**config.mk**
```make
export PLATFORM = sky130hd
export DESIGN_NAME = gf_mul_masker
export DESIGN_NICKNAME = d
export VERILOG_FILES = /design/src/rtl/gf_mul_masker.sv
export SDC_FILE = /design/constraint.sdc
export NUM_CORES = 1
export LEC_CHECK = 0
export ABC_AREA = 1
export BUFFER_PORTS_ARGS = -buffer_cell sky130_fd_sc_hd__buf_2
export CAP_MARGIN = 20
export CORE_UTILIZATION = 35
export DETAILED_ROUTE_END_ITERATION = 7
export GPL_ROUTABILITY_DRIVEN = 0
export GPL_TIMING_DRIVEN = 0
export PLACE_DENSITY = 0.56
export SYNTH_ARGS = -nofsm -noshare
export SYNTH_HDL_FRONTEND = slang
export SYNTH_SLANG_ARGS = --single-unit
```
**constraint.sdc**
```tcl
create_clock -name clk -period 1.79 [get_ports clk]
set_clock_uncertainty 0.1 [all_clocks]
set_input_delay 0.2685 -clock clk [delete_from_list [all_inputs] [get_ports clk]]
set_output_delay 0.2685 -clock clk [all_outputs]
set_load 0.02 [all_outputs]
```
**src/rtl/gf_mul_masker.sv**
```systemverilog
// Serial GF(2^8) multiplier used to apply a multiplicative mask to a byte.
// One operand bit is folded in per cycle, MSB first, with reduction every step.
module gf_mul_masker #(
  parameter logic [7:0] POLY = 8'h1B
) (
  input  logic       clk,
  input  logic       rst,
  input  logic       in_valid,
  output logic       in_ready,
  input  logic [7:0] data_in,
  input  logic [7:0] r0_in,
  output logic       out_valid,
  input  logic       out_ready,
  output logic [7:0] data_out,
  output logic       mask_err
);

  typedef enum logic [1:0] {
    IDLE = 2'd0,
    BUSY = 2'd1,
    DONE = 2'd2
  } state_e;

  state_e      state_q, state_d;
  logic [7:0]  a_q, a_d;
  logic [7:0]  b_q, b_d;
  logic [7:0]  acc_q, acc_d;
  logic [2:0]  cnt_q, cnt_d;
  logic        err_q, err_d;

  // Multiply by x with immediate reduction, so the accumulator never grows past 8 bits.
  function automatic logic [7:0] xtime(input logic [7:0] v);
    return {v[6:0], 1'b0} ^ (v[7] ? POLY : 8'h00);
  endfunction

  always_ff @(posedge clk) begin
    if (rst) begin
      state_q <= IDLE;
    end else begin
      state_q <= state_d;
    end
  end

  always_comb begin
    state_d = state_q;
    case (state_q)
      IDLE:    if (in_valid) state_d = BUSY;
      BUSY:    if (cnt_q == 3'd0) state_d = DONE;
      DONE:    if (out_ready) state_d = IDLE;
      default: state_d = IDLE;
    endcase
  end

  always_comb begin
    a_d   = a_q;
    b_d   = b_q;
    acc_d = acc_q;
    cnt_d = cnt_q;
    err_d = err_q;
    case (state_q)
      IDLE: begin
        if (in_valid) begin
          a_d   = data_in;
          b_d   = r0_in;
          acc_d = 8'h00;
          cnt_d = 3'd7;
          err_d = (r0_in == 8'h00);
        end
      end
      BUSY: begin
        acc_d = xtime(acc_q) ^ (b_q[cnt_q] ? a_q : 8'h00);
        cnt_d = cnt_q - 3'd1;
      end
      default: ;
    endcase
  end

  always_ff @(posedge clk) begin
    if (rst) begin
      a_q   <= 8'h00;
      b_q   <= 8'h00;
      acc_q <= 8'h00;
      cnt_q <= 3'd0;
      err_q <= 1'b0;
    end else begin
      a_q   <= a_d;
      b_q   <= b_d;
      acc_q <= acc_d;
      cnt_q <= cnt_d;
      err_q <= err_d;
    end
  end

  always_comb begin
    in_ready  = (state_q == IDLE);
    out_valid = (state_q == DONE);
    data_out  = acc_q;
    mask_err  = err_q;
  end

endmodule

```
==> results of run 1 <==
[worst paths after layout]
check                                 from     endpoint  slack [ns]  depth (start not counted)
worst max-delay path            state_q[0]  data_out[5]        0.22                          6
worst max register to register  state_q[0]  data_out[5]        0.22                          6
worst min-delay path            data_in[4]       a_q[4]        0.12                          3
worst min register to register      b_q[5]       b_q[5]        0.37                          2
[state kept, by name, summed over array words and instances (netlist names)]
| name | cells |
|---|---|
| a_q | 8 |
| b_q | 8 |
| data_out | 8 |
| cnt_q | 3 |
| state_q | 2 |
| mask_err | 1 |
[cell usage after synthesis, types with 2 or more instances]
| cell type | n | area, sq um |
|---|---|---|
| inv_1 | 20 | 75.1 |
| nand3_2 | 3 | 30.0 |
| nand2_1 | 48 | 180 |
| nand3_1 | 19 | 95.1 |
| clkbuf_1 | 6 | 22.5 |
| inv_2 | 2 | 7.51 |
| a211oi_1 | 8 | 60.1 |
| dfxtp_1 | 30 | 601 |
| nand3_4 | 2 | 35.0 |
| a21oi_1 | 20 | 100 |
| nor2_1 | 12 | 45.0 |
| xor2_1 | 3 | 26.3 |
| nand2_2 | 2 | 12.5 |
| ha_1 | 2 | 25.0 |
| nand4_1 | 8 | 50.1 |
| buf_6 | 2 | 22.5 |
[kinds of logic after synthesis]
family | count (synthesis)
AO/OA/AOI/OAI | 30
XOR/XNOR | 3
adder cells (fa/ha/maj) | 2
buffers and inverters | 31
flip-flops | 30
AND/OR/NAND/NOR | 97
[area by class of cell]
cell class | instances | area, sq um
multi-input cells | 132 | 692
plain buffers | 9 | 60.1
clock buffers | 5 | 68.8
inverters | 22 | 82.6
clock inverters | 3 | 40.0
well taps | 48 | 60.1
fillers | 415 | 2050
repair buffers | 29 | 145
flip-flops and latches | 30 | 601
[metal layers]
| layer | part of all wire (%) | GRT usage [%] | wire length [um] | up-vias |
|---|---|---|---|---|
| met3 | 6.3 | 7.07 | 216 | 9 |
| met1 | 48 | 22.6 | 1640 | 596 |
| met4 | 1.9 | 8.24 | 65 | 0 |
| met5 | 0 | 0 | 0 | - |
| li1 | - | - | - | 711 |
| met2 | 44 | 27.8 | 1490 | 32 |
[critical path: cells and delay by family, from the launching register on]
| kind | cells | cell delay, ns |
|---|---|---|
| compound gates | 1 | 0.16 |
| buf+inv | 1 | 0.14 |
| flops | 1 | 0.34 |
| simple gates | 4 | 0.75 |
[metrics by stage]
| stage | area (sq um) | worst slack [ns] |
|---|---|---|
| final | 1750 | 0.216 |
| after global routing | 1750 | 0.0243 |
| after CTS | 1750 | 0.217 |
| after detailed placement | 1640 | 0.231 |
| after global placement | 1640 | 0.229 |
| after floorplan | 1440 | 0.284 |
[report_power, final]
part           internal, mW  total, mW  switching [mW]
combinational         0.130      0.363           0.234
clock                 0.409      0.670           0.261
sequential            0.717      0.753          0.0358
==> flow_summary_export.csv, run 1 <==
group,metric,value,unit
status,status,"finished clean",
yosys,ys_async_sr_fraction,0,%
worst_setup_path,crit_arrival,1.70,ns
placed_design,dp.cells,270,
drt,drcViolationCount,0,
job,drv_cap,0,
yosys,synth_warnings,0,
drt,wl_per_cell,12.2,um
cells_and_area,final-instance-count-excl-fill,278,
timing,fmax,635,MHz
power_and_ir_drop,p_per_area,1020,nW/um^2
timing,period_needed,1.57,ns
cells_and_area,synthToLayoutAreaGrowth,21.9,%
clock_tree,cts.path.max_buffers,2,
timing,setup_tns,0,ns
worst_setup_path,max_stage_delay,0.41,ns
timing,fin_crit_sh,87.9,%
yosys,synthMuxAreaShare,0,%
floorplan,die-area,4360,sq um
worst_setup_path,path_cells,"nor2_1 > nand2_2 > inv_2 > nor2_2 > nand2_1 > a21oi_1",
floorplan,fp.dieW,66.0,um
worst_setup_path,worstPathMaxFanout,10,
yosys,synth_seq_cells,30,
floorplan,num_rows,22,
global_route,grt_max_degree,11,
yosys,synth-simple-area-share,32.4,%
drt,via_per_inst,4.85,
timing,fin_hold_ws,0.120,ns
cells_and_area,fin_util,46.0,%
drt,wl,3.40,mm
timing,slew_headroom,63.9,%
drt,ant_nets,0,
clock_tree,cts-htree-levels,2,
yosys,ys_seq_area_share,41.8,%
floorplan,io_pins,31,
timing,final-max-slew-violation-count,0,
yosys,synth-edff-count,0,
clock_tree,tritoncts,"yes",
global_route,grt_pass1_wl,5.73,mm
clock_tree,clock_latency,0.29,ns
cells_and_area,layout_common_cells,"nand2_1, dfxtp_1, buf_2",
clock_tree,ctsResizeCount,0,
yosys,synth_nets,215,
yosys,synth_fa_ha_area_share,1.74,%
worst_setup_path,critPathKind,"reg -> reg",
placed_design,hpwl,2.38,mm
cells_and_area,finalNetCount,251,
worst_setup_path,cp-end-kind,"register",
placed_design,io_buffers,29,
yosys,ys_types,22,
floorplan,die_h,66.0,um
yosys,yosys.area_share.xor_xnor,1.83,%
clock_tree,cts_buffers,5,
cells_and_area,drive_gt1_share,21.7,%
worst_setup_path,slowest_stage,"nor2_2",
clock_tree,cts_hold_buf,0,
power_and_ir_drop,p_leak,0.765,nW
worst_hold_path,hp-class,"in -> reg",
timing,rsz0062_at_grt,"no",
power_and_ir_drop,peakVddDrop,0.475,mV
clock_tree,clk_pin_slew_worst_paths,0.06,ns
clock_tree,root_buffer,"clkbuf_8",
cells_and_area,final_common_cell,"nand2_1",
global_route,antenna_found_initial,0,
yosys,synth_compound_area_share,12.2,%
clock_tree,cts_sinks,30,
yosys,syn_area_per_cell,7.44,sq um
timing,worst_pin_slew,0.542,ns
cells_and_area,antenna_cells,0,
clock_tree,post_cts_buffers,0,
yosys,synth_area,1440,sq um
timing,setup_violations,0,
yosys,synth_flop_cell,"dfxtp_1",
floorplan,start_util,37.8,%
global_route,grt.overflow.total,0,
floorplan,core_area,3800,sq um
global_route,grt_pass1_vias,1260,
drt,drtIter0Drc,99,
timing,hold_viol_final,0,
worst_setup_path,worstSetupStartpointType,"register",
worst_setup_path,worstPathRequired,1.91,ns
drt,drtPass1Iterations,4,
power_and_ir_drop,total_power,1.79,mW
yosys,synth_top_family_by_area,"simple AND/OR/NAND/NOR gates",
global_route,grt_use_total,18.3,%
drt,vias,1348,
yosys,synthCells,193,
Note: power is estimated with default switching activity, not from simulation.
==> run 2, diff against run 1 <==
==> constraint.sdc (replaced) <==
create_clock -name clk -period 1.79 [get_ports clk]
set_clock_uncertainty 0.1 [all_clocks]
set_input_delay 0 -clock clk [delete_from_list [all_inputs] [get_ports clk]]
set_output_delay 0 -clock clk [all_outputs]
set_load 0.02 [all_outputs]
==> flow_summary_export.csv, run 2 (synthesized netlist as in run 1, its figures left out) <==
group,metric,value,unit
timing,final-max-slew-violation-count,0,
floorplan,die-area,4360,sq um
cells_and_area,synthToLayoutAreaGrowth,34.4,%
worst_setup_path,rr_startpoint,"state_q[0]",
clock_tree,tritoncts,"yes",
timing,setup_slack,0.218,ns
drt,ant_nets,0,
clock_tree,clk_pin_slew_worst_paths,0.07,ns
timing,hold_viol_final,0,
floorplan,fp.dieW,66.0,um
worst_hold_path,hold_path.startpoint,"rst",
timing,worst_pin_slew,0.544,ns
clock_tree,post_cts_buffers,0,
drt,vias,1419,
worst_setup_path,worstPathMaxFanout,10,
drt,wl,3.70,mm
clock_tree,cts.path.max_buffers,2,
drt,drtPass1Iterations,6,
cells_and_area,nFillCells,392,
timing,slew_headroom,63.7,%
power_and_ir_drop,p_per_area,945,nW/um^2
timing,rsz0062_at_grt,"no",
clock_tree,cts_buffers,5,
cells_and_area,finalNetCount,269,
cells_and_area,layout_common_cells,"nand2_1, dfxtp_1, buf_2",
worst_setup_path,crit_arrival,1.69,ns
drt,wl_per_cell,12.5,um
cells_and_area,drive_gt1_share,20.2,%
placed_design,hpwl,2.38,mm
cells_and_area,ff_latch_area,601,sq um
clock_tree,cts_hold_buf,18,
global_route,grt_pass1_vias,1341,
placed_design,dp_slack,0.231,ns
power_and_ir_drop,peakVddDrop,0.485,mV
clock_tree,cts-htree-levels,2,
clock_tree,root_buffer,"clkbuf_8",
placed_design,io_buffers,29,
global_route,grt_max_degree,11,
cells_and_area,final_common_cell,"nand2_1",
clock_tree,cts_sinks,30,
timing,setup_tns,0,ns
cells_and_area,fin_util,50.8,%
power_and_ir_drop,total_power,1.82,mW
drt,drcViolationCount,0,
clock_tree,clock_latency,0.29,ns
worst_setup_path,critPathKind,"reg -> reg",
global_route,grt_use_total,19.3,%
worst_setup_path,cp-end-kind,"register",
timing,fmax,636,MHz
global_route,grt.overflow.total,0,
drt,drtIter0Drc,104,
placed_design,place_area,1640,sq um
job,drv_cap,0,
cells_and_area,antenna_cells,0,
clock_tree,ctsResizeCount,0,
worst_setup_path,cp-startpoint,"state_q[0]",
floorplan,core_area,3800,sq um
worst_setup_path,worstPathRequired,1.91,ns
global_route,antenna_found_initial,0,
timing,setup_violations,0,
timing,fin_crit_sh,87.8,%
floorplan,num_rows,22,
worst_setup_path,worstSetupStartpointType,"register",
global_route,grt_pass1_wl,6.07,mm
floorplan,die_h,66.0,um
cells_and_area,final_cell_area,1930,sq um
floorplan,io_pins,31,
drt,via_per_inst,4.79,
floorplan,start_util,37.8,%
power_and_ir_drop,p_leak,0.842,nW
worst_hold_path,hp-class,"in -> reg",
timing,period_needed,1.57,ns
cells_and_area,multi_input_area,692,sq um
status,status,"finished clean",
==> run 2: per-layer routing <==
layer | up-vias | track usage (%) | wire length (um)
li1 | 745 | - | -
met4 | 0 | 8.24 | 49
met5 | - | 0 | 0
met2 | 28 | 30.5 | 1690
met3 | 5 | 7.07 | 162
met1 | 641 | 23.3 | 1790
==> run 2: final cells by class <==
class | instances | share of cell area, %
buffer | 9 | 3.11
timing repair buffer | 47 | 16.9
tap | 48 | 3.11
inverter | 22 | 4.28
clock buffer | 5 | 3.57
clock inverter | 3 | 2.08
sequential | 30 | 31.1
multi-input combinational | 132 | 35.9
==> run 2: final timing paths <==
| path | end | slack [ns] | depth (start not counted) |
|---|---|---|---|
| worst min register to register | mask_err | 0.37 | 2 |
| worst max-delay path | data_out[6] | 0.22 | 6 |
| worst min-delay path | a_q[5] | 0.02 | 2 |
| worst max register to register | data_out[6] | 0.22 | 6 |
==> run 2: where the power goes <==
group          leakage [nW]  total (mW)  switching (mW)  internal, mW
clock                0.0579       0.675           0.266         0.409
sequential            0.246       0.753          0.0357         0.717
combinational         0.538       0.395           0.240         0.155
==> run 2: metrics by stage <==
stage | std cells | hold WS, ns
2_1_floorplan | 193 | 0.0442
3_3_place_gp | 270 | 0.154
3_5_place_dp | 270 | 0.161
4_1_cts | 296 | 0.0471
5_1_grt | 296 | 0.0634
6_report | 296 | 0.0199
==> run 2: critical path, cell delays in order (launching register included) <==
cell and delay (ns):
dfxtp_1 0.34, nor2_1 0.07, nand2_2 0.18, inv_2 0.15, nor2_2 0.40, nand2_1 0.09, a21oi_1 0.17
